### src/rtl/pong_pkg.sv
// Shared types and defaults for the pong match controller slice.
package pong_pkg;

  typedef enum logic [2:0] {
    S_IDLE      = 3'd0,
    S_SERVE     = 3'd1,
    S_RUNNING   = 3'd2,
    S_POINT_P1  = 3'd3,
    S_POINT_P2  = 3'd4,
    S_PAUSED    = 3'd5,
    S_GAME_OVER = 3'd6
  } state_t;

  localparam logic [1:0] WIN_NONE = 2'b00;
  localparam logic [1:0] WIN_P1   = 2'b01;
  localparam logic [1:0] WIN_P2   = 2'b10;

  localparam logic DIR_P1 = 1'b0;
  localparam logic DIR_P2 = 1'b1;

  localparam int DEF_COORD_W   = 12;
  localparam int DEF_SCREEN_W  = 640;
  localparam int DEF_PADDLE_H  = 64;
  localparam int DEF_BALL_SIZE = 8;

endpackage

### src/rtl/pong_match_ctrl_if.sv
// Game-side signal bundle of the match controller (clock and reset stay separate).
interface pong_match_ctrl_if #(
  parameter int COORD_W = 12,
  parameter int SCORE_W = 4
);
  logic               frame_tick;
  logic               start;
  logic               pause;
  logic [COORD_W-1:0] x_ball;
  logic [COORD_W-1:0] y_ball;
  logic [COORD_W-1:0] y_paddle1;
  logic [COORD_W-1:0] y_paddle2;
  logic               game_active;
  logic               serve_req;
  logic               serve_dir;
  logic [SCORE_W-1:0] p1_score;
  logic [SCORE_W-1:0] p2_score;
  logic [1:0]         winner;
  logic [2:0]         state_out;

  modport master (
    output frame_tick, start, pause, x_ball, y_ball, y_paddle1, y_paddle2,
    input  game_active, serve_req, serve_dir, p1_score, p2_score, winner, state_out
  );

  modport slave (
    input  frame_tick, start, pause, x_ball, y_ball, y_paddle1, y_paddle2,
    output game_active, serve_req, serve_dir, p1_score, p2_score, winner, state_out
  );
endinterface

### src/rtl/pong_serve_timer.sv
// Counts frame ticks while enabled; done pulses on the DELAY-th tick.
module pong_serve_timer #(
  parameter int DELAY = 60
) (
  input  logic clk_in,
  input  logic reset,
  input  logic clear,
  input  logic enable,
  input  logic frame_tick,
  output logic done
);
  localparam int EFF   = (DELAY < 1) ? 1 : DELAY;
  localparam int CNT_W = $clog2(EFF) + 1;
  localparam logic [CNT_W-1:0] LAST = CNT_W'(EFF - 1);

  logic [CNT_W-1:0] cnt;

  assign done = enable && frame_tick && (cnt == LAST);

  // Tick counter, restarted on clear and after each completed delay.
  always_ff @(posedge clk_in or posedge reset) begin
    if (reset) begin
      cnt <= '0;
    end else if (clear) begin
      cnt <= '0;
    end else if (enable && frame_tick) begin
      cnt <= (cnt == LAST) ? '0 : cnt + CNT_W'(1);
    end
  end
endmodule

### src/rtl/pong_match_ctrl.sv
// Match sequencing for pong: serve timing, miss detection, scoring, pause.
module pong_match_ctrl
  import pong_pkg::*;
#(
  parameter int COORD_W     = DEF_COORD_W,
  parameter int SCREEN_W    = DEF_SCREEN_W,
  parameter int PADDLE_H    = DEF_PADDLE_H,
  parameter int BALL_SIZE   = DEF_BALL_SIZE,
  parameter int MAX_SCORE   = 5,
  parameter int SCORE_W     = 4,
  parameter int SERVE_DELAY = 60
) (
  input logic              clk_in,
  input logic              reset,
  pong_match_ctrl_if.slave bus
);
  localparam int CW = COORD_W + 1;

  if (MAX_SCORE >= 2**SCORE_W || MAX_SCORE < 1) begin : g_bad_max_score
    $error("MAX_SCORE must be in 1 .. 2**SCORE_W-1");
  end

  state_t             state;
  logic [SCORE_W-1:0] p1_score;
  logic [SCORE_W-1:0] p2_score;
  logic [1:0]         winner;
  logic               serve_req;
  logic               serve_dir;
  logic               start_q;
  logic               start_low_seen;
  logic               start_rise;
  logic               timer_done;

  // A start held through reset must not count as a rise even though start_q
  // restarts at 0, so a rise also requires start to have been seen low since reset.
  assign start_rise = bus.start && !start_q && start_low_seen;

  logic [CW-1:0] y_ball_w, ball_bot, pad1_top, pad1_bot, pad2_top, pad2_bot;
  logic          miss_left, miss_right;

  // Miss comparators, widened one bit so paddle/ball sums cannot wrap.
  always_comb begin
    y_ball_w   = {1'b0, bus.y_ball};
    ball_bot   = y_ball_w + CW'(BALL_SIZE);
    pad1_top   = {1'b0, bus.y_paddle1};
    pad1_bot   = pad1_top + CW'(PADDLE_H);
    pad2_top   = {1'b0, bus.y_paddle2};
    pad2_bot   = pad2_top + CW'(PADDLE_H);
    miss_left  = (bus.x_ball == '0) &&
                 ((ball_bot <= pad1_top) || (y_ball_w >= pad1_bot));
    miss_right = ({1'b0, bus.x_ball} >= CW'(SCREEN_W - BALL_SIZE)) &&
                 ((ball_bot <= pad2_top) || (y_ball_w >= pad2_bot));
  end

  pong_serve_timer #(
    .DELAY(SERVE_DELAY)
  ) u_timer (
    .clk_in    (clk_in),
    .reset     (reset),
    .clear     (state != S_SERVE),
    .enable    ((state == S_SERVE) && !serve_req),
    .frame_tick(bus.frame_tick),
    .done      (timer_done)
  );

  // Match state machine with registered scores, winner and serve controls.
  always_ff @(posedge clk_in or posedge reset) begin
    if (reset) begin
      state          <= S_IDLE;
      p1_score       <= '0;
      p2_score       <= '0;
      winner         <= WIN_NONE;
      serve_req      <= 1'b0;
      serve_dir      <= DIR_P2;
      start_q        <= 1'b0;
      start_low_seen <= 1'b0;
    end else begin
      start_q   <= bus.start;
      serve_req <= 1'b0;
      if (!bus.start) start_low_seen <= 1'b1;
      case (state)
        S_IDLE, S_GAME_OVER: begin
          if (start_rise) begin
            p1_score  <= '0;
            p2_score  <= '0;
            winner    <= WIN_NONE;
            serve_dir <= DIR_P2;
            state     <= S_SERVE;
          end
        end
        S_SERVE: begin
          if (serve_req) state <= S_RUNNING;
          else if (timer_done) serve_req <= 1'b1;
        end
        S_RUNNING: begin
          if (miss_left) state <= S_POINT_P2;
          else if (miss_right) state <= S_POINT_P1;
          else if (bus.pause) state <= S_PAUSED;
        end
        S_PAUSED: begin
          if (!bus.pause) state <= S_RUNNING;
        end
        S_POINT_P1: begin
          if (p1_score < SCORE_W'(MAX_SCORE)) p1_score <= p1_score + SCORE_W'(1);
          if (p1_score >= SCORE_W'(MAX_SCORE - 1)) begin
            winner <= WIN_P1;
            state  <= S_GAME_OVER;
          end else begin
            serve_dir <= DIR_P2;
            state     <= S_SERVE;
          end
        end
        S_POINT_P2: begin
          if (p2_score < SCORE_W'(MAX_SCORE)) p2_score <= p2_score + SCORE_W'(1);
          if (p2_score >= SCORE_W'(MAX_SCORE - 1)) begin
            winner <= WIN_P2;
            state  <= S_GAME_OVER;
          end else begin
            serve_dir <= DIR_P1;
            state     <= S_SERVE;
          end
        end
        default: state <= S_IDLE;
      endcase
    end
  end

  assign bus.game_active = (state == S_RUNNING);
  assign bus.state_out   = state;
  assign bus.serve_req   = serve_req;
  assign bus.serve_dir   = serve_dir;
  assign bus.p1_score    = p1_score;
  assign bus.p2_score    = p2_score;
  assign bus.winner      = winner;
endmodule

### src/flat_wrapper.sv
// flat-port wrapper written by rule: the top's interface ports become plain ports
module pong_match_ctrl_flat import pong_pkg::*;
#(
  parameter int COORD_W     = DEF_COORD_W,
  parameter int SCREEN_W    = DEF_SCREEN_W,
  parameter int PADDLE_H    = DEF_PADDLE_H,
  parameter int BALL_SIZE   = DEF_BALL_SIZE,
  parameter int MAX_SCORE   = 5,
  parameter int SCORE_W     = 4,
  parameter int SERVE_DELAY = 60
)
  (clk_in, reset, bus_frame_tick, bus_start, bus_pause, bus_x_ball, bus_y_ball, bus_y_paddle1, bus_y_paddle2, bus_game_active, bus_serve_req, bus_serve_dir, bus_p1_score, bus_p2_score, bus_winner, bus_state_out);
  pong_match_ctrl_if #(.COORD_W(COORD_W), .SCORE_W(SCORE_W)) bus_i ();
  input logic clk_in;
  input logic reset;
  input wire logic [$bits(bus_i.frame_tick)-1:0] bus_frame_tick;
  input wire logic [$bits(bus_i.start)-1:0] bus_start;
  input wire logic [$bits(bus_i.pause)-1:0] bus_pause;
  input wire logic [$bits(bus_i.x_ball)-1:0] bus_x_ball;
  input wire logic [$bits(bus_i.y_ball)-1:0] bus_y_ball;
  input wire logic [$bits(bus_i.y_paddle1)-1:0] bus_y_paddle1;
  input wire logic [$bits(bus_i.y_paddle2)-1:0] bus_y_paddle2;
  output wire logic [$bits(bus_i.game_active)-1:0] bus_game_active;
  output wire logic [$bits(bus_i.serve_req)-1:0] bus_serve_req;
  output wire logic [$bits(bus_i.serve_dir)-1:0] bus_serve_dir;
  output wire logic [$bits(bus_i.p1_score)-1:0] bus_p1_score;
  output wire logic [$bits(bus_i.p2_score)-1:0] bus_p2_score;
  output wire logic [$bits(bus_i.winner)-1:0] bus_winner;
  output wire logic [$bits(bus_i.state_out)-1:0] bus_state_out;
  assign bus_i.frame_tick = bus_frame_tick;
  assign bus_i.start = bus_start;
  assign bus_i.pause = bus_pause;
  assign bus_i.x_ball = bus_x_ball;
  assign bus_i.y_ball = bus_y_ball;
  assign bus_i.y_paddle1 = bus_y_paddle1;
  assign bus_i.y_paddle2 = bus_y_paddle2;
  assign bus_game_active = bus_i.game_active;
  assign bus_serve_req = bus_i.serve_req;
  assign bus_serve_dir = bus_i.serve_dir;
  assign bus_p1_score = bus_i.p1_score;
  assign bus_p2_score = bus_i.p2_score;
  assign bus_winner = bus_i.winner;
  assign bus_state_out = bus_i.state_out;
  pong_match_ctrl #(.COORD_W(COORD_W), .SCREEN_W(SCREEN_W), .PADDLE_H(PADDLE_H), .BALL_SIZE(BALL_SIZE), .MAX_SCORE(MAX_SCORE), .SCORE_W(SCORE_W), .SERVE_DELAY(SERVE_DELAY)) u_core (.clk_in(clk_in), .reset(reset), .bus(bus_i));
endmodule
### config.mk
export PLATFORM = sky130hd
export DESIGN_NAME = pong_match_ctrl_flat
export DESIGN_NICKNAME = d
export VERILOG_FILES = /design/src/rtl/pong_pkg.sv /design/src/rtl/pong_match_ctrl_if.sv /design/src/rtl/pong_serve_timer.sv /design/src/rtl/pong_match_ctrl.sv /design/src/flat_wrapper.sv
export SDC_FILE = /design/constraint.sdc
export NUM_CORES = 1
export LEC_CHECK = 0
export CAP_MARGIN = 0
export CORE_UTILIZATION = 55
export DETAILED_ROUTE_END_ITERATION = 7
export HOLD_SLACK_MARGIN = 0.15
export PLACE_DENSITY = 0.88
export SLEW_MARGIN = 20
export SYNTH_ARGS = -nofsm -noshare
export SYNTH_HDL_FRONTEND = slang
export SYNTH_SLANG_ARGS = --single-unit
### constraint.sdc
create_clock -name clk_in -period 3.08 [get_ports clk_in]
set_clock_uncertainty 0.2 [all_clocks]
set_input_delay 0.616 -clock clk_in [delete_from_list [all_inputs] [get_ports clk_in]]
set_output_delay 0.616 -clock clk_in [all_outputs]
set_load 0.01 [all_outputs]
==> results.py <==
metrics = {
    "logic_synthesis": {
        "ys_warn_count": 0,
        "yosysTopAreaCell": "ha_1",
        "synthCells": 333,
        "yosys_register_bits": 24,
        "syn-cell-area_mm2": 0.00278,
        "synth_area_leaders": "ha_1 (23%), dfrtp_1 (21%), inv_1 (4.5%)",
        "synth_top_flop_cell": "dfrtp_1",
        "synth_top_area_frac": 0.225,
        "synth_most_common_cell": "ha_1",
        "avgSynthCellArea_um2": 8.34,
        "yosysSeqAreaShare": 0.217,
        "synth_nets": 436,
        "async_flop_share": 1.00,
        "yosysUniqueCellTypes": 54,
        "netlist_top_cells_count": "ha_1 (50), inv_1 (33), nor2_1 (26), dfrtp_1 (23), nand2_1 (21)",
        "synth-edff-count": 0,
    },
    "global_route": {
        "grt_max_degree": 25,
        "grt_pass1_vias": 3173,
        "grt_overflow_total": 0,
        "grt_pass1_wl_um": 14100,
        "antenna_found_initial": 0,
        "globalRouteTotalUtil": 0.341,
    },
    "placement": {
        "dp_hpwl_um": 6440,
        "place.gp.congestion": 0.889,
        "place_inst": 501,
        "port_buffers": 68,
    },
    "timing": {
        "hold_viol": 0,
        "worst_pin_slew_ps": 923,
        "relSlewSlack": 0.384,
        "drv_slew": 0,
        "period_needed_ps": 3220,
        "fin_ws_ps": -143,
        "post-route-period-util": 1.05,
        "finalSetupViolations": 3,
        "max_freq_mhz": 310,
    },
    "power": {
        "power.switching_mw": 0.873,
        "clockPowerShare": 0.142,
        "peakVddDrop_mv": 0.496,
        "sw_frac_of_total": 0.442,
        "power_density_mw_per_mm2": 468,
        "p_int_mw": 1.10,
        "p_seq_frac": 0.241,
        "finalPower_mw": 1.98,
        "leakage_nw": 2.00,
        "combPwrFrac": 0.617,
    },
    "hold_path": {
        "hold-path-endpoint": "u_core.u_timer.cnt[5]$_DFFE_PP0P_",
        "min_path_cells": 1,
        "hp-start": "u_core.u_timer.cnt[5]$_DFFE_PP0P_",
        "hp-class": "flop to flop",
    },
    "setup_path": {
        "worstPathMaxFanout": 3,
        "reg2reg_to": "u_core.bus.p1_score[3]$_DFFE_PP0P_",
        "cp-end-kind": "flop",
        "r2r_cells": 8,
        "cp.arrival_ps": 3180,
        "critPathLaunchType": "input pin",
        "rrSetupSlack_ps": 440,
        "reg2reg_from": "u_core.bus.state_out[2]$_DFFE_PP0P_",
        "critPathKind": "input pin to flop",
        "cp.required_ps": 3040,
    },
    "layout": {
        "final_layout_size_suffix_gt1_frac": 0.237,
        "num-fill-cells": 228,
        "synthToLayoutAreaGrowth_pct": 52.1,
        "antenna_cells": 0,
        "nets": 551,
        "stdcell_count": 514,
    },
    "clock_tree": {
        "cts_root_buf": "clkbuf_8",
        "clock_path_buffers": 2,
        "cts_hold_buf": 0,
        "cts_tree": "built",
        "clk_latency_ps": 280,
        "clk_pin_slew_ps": 80,
        "cts_sinks": 24,
        "htreeDepth": 1,
        "cts_buffers": 3,
    },
    "floorplan": {
        "die-height_um": 73.1,
        "initial_utilization": 0.580,
        "ioPinCount": 69,
        "rows": 25,
        "dieArea_mm2": 0.00534,
        "die_w_um": 73.1,
        "core_mm2": 0.00479,
    },
    "routing": {
        "dr.pass1.iters": 5,
        "wl_per_cell_um": 23.3,
        "num_vias": 3437,
        "drt_iter0_drc": 390,
        "antenna_left": 0,
        "routed_wl_um": 12000,
        "routed_via_density": 6.69,
        "remaining_drc_errors": 0,
    },
    "run": {
        "drv_cap": 0,
    },
    "run_status": {
        "violations": "negative setup slack",
        "outcome": "finished, violations left",
    },
}
power groups by stage:
stage	clock network (mW)	logic [mW]	registers (mW)
final	0.281	1.22	0.476
after global routing	0.287	1.28	0.480
after global placement	0	0.972	0.465
after detailed placement	0	1.01	0.468
after floorplan	0	0.680	0.439
after CTS	0.280	1.05	0.465
what timing repair did:
action	4_1_cts	5_1_grt
gates resized for setup	40	43
cloned	0	0
setup endpoints to repair	3	3
pin swaps	26	29
setup buffers	9	0
hold endpoints to repair	0	0
metrics by stage:
step           hold WS, ps  setup WS (ps)  area, um2   util  TNS (ps)
2_1_floorplan          235           33.6       2780      -         0
3_3_place_gp           251           -608       3790  0.793     -1790
3_5_place_dp           266           -743       3790  0.793     -2130
4_1_cts                287          0.637       4060  0.847         0
5_1_grt                325           -351       4220  0.883      -987
6_report               295           -143       4220  0.883      -341
per-layer routing:
metal  vias to the layer above  GRT usage  share of wire
met5                         -          0              0
met2                       285      0.635           0.47
met3                       103     0.0345           0.10
li1                       1444          -              -
met4                         0      0.200          0.081
met1                      1605      0.370           0.35
worst max-delay path, stage by stage:
cell and delay [ps]:
buf_4 130, ha_2 180, and3_4 200, and3_4 200
xor2_4 180, ha_4 310, nand3_4 120, nor3_2 230
o31ai_1 140, nor4b_2 190, a211oi_2 240, nand3b_1 180
a31o_1 250
cell usage in the layout, fill, tap and decap left out, drive strengths merged, types with 2 or more instances in the layout:
| cell type | instances |
|---|---|
| clkbuf | 6 |
| mux2i | 2 |
| nand4 | 10 |
| a221o | 3 |
| a2111oi | 3 |
| inv | 34 |
| ha | 50 |
| nand2b | 10 |
| a21o | 8 |
| dlygate4sd2 | 5 |
| nor2 | 26 |
| a211o | 3 |
| a22o | 3 |
| nand3 | 19 |
| nor4 | 2 |
| xor2 | 8 |
| nor3 | 10 |
| a31o | 3 |
| o31ai | 2 |
| o21a | 2 |
| o21ai | 17 |
| a311oi | 2 |
| or3 | 4 |
| nor2b | 2 |
| dlymetal6s2s | 3 |
| buf | 49 |
| o41ai | 2 |
| and3 | 10 |
| and2 | 3 |
| and2b | 2 |
| nand2 | 21 |
| clkdlybuf4s50 | 54 |
| xnor2 | 11 |
| dfrtp | 23 |
| a21oi | 19 |
| a31oi | 3 |
| nor3b | 2 |
how the worst max path moves through the flow:
| stage | from | to | slack, ps |
|---|---|---|---|
| finish | bus_y_ball[3] | u_core.bus.state_out[2]$_DFFE_PP0P_ | -140 |
| CTS | bus_y_ball[6] | u_core.bus.state_out[2]$_DFFE_PP0P_ | 0.6 |
| global placement | bus_y_ball[4] | u_core.bus.state_out[2]$_DFFE_PP0P_ | -610 |
| floorplan | bus_y_ball[3] | u_core.bus.state_out[2]$_DFFE_PP0P_ | 30 |
| global route | bus_y_paddle2[8] | u_core.bus.state_out[2]$_DFFE_PP0P_ | -350 |
| detailed placement | bus_y_ball[4] | u_core.bus.state_out[2]$_DFFE_PP0P_ | -740 |
registers in the layout (all words and copies together) (netlist names):
name                   cells
u_core.start_low_seen      1
u_core.bus.state_out       3
u_core.bus.p2_score        4
u_core.start_q             1
u_core.u_timer.cnt         7
u_core.bus.serve_dir       1
u_core.bus.serve_req       1
u_core.bus.p1_score        4
u_core.bus.winner          2
cell families (layout without fill, tap and decap cells):
family                   after synthesis  in the layout  share of synthesized area
AO/OA/AOI/OAI                         77             77                      0.201
XOR/XNOR                              19             19                     0.0599
adder cells (fa/ha/maj)               50             50                      0.225
buffers and inverters                 38            152                     0.0559
flip-flops                            24             24                      0.217
multiplexers                           2              2                    0.00721
AND/OR/NAND/NOR                      123            123                      0.233
cell type report:
type                    instances  area [um2]  area share
clock buffers                   3        41.3     0.00977
flip-flops and latches         24         602       0.142
multi-input cells             271        2330       0.551
well taps                      67        83.8      0.0198
inverters                      34         130      0.0308
clock inverters                 1        30.0     0.00711
repair buffers                114        1010       0.239
Power figures use the tool's default switching activity.
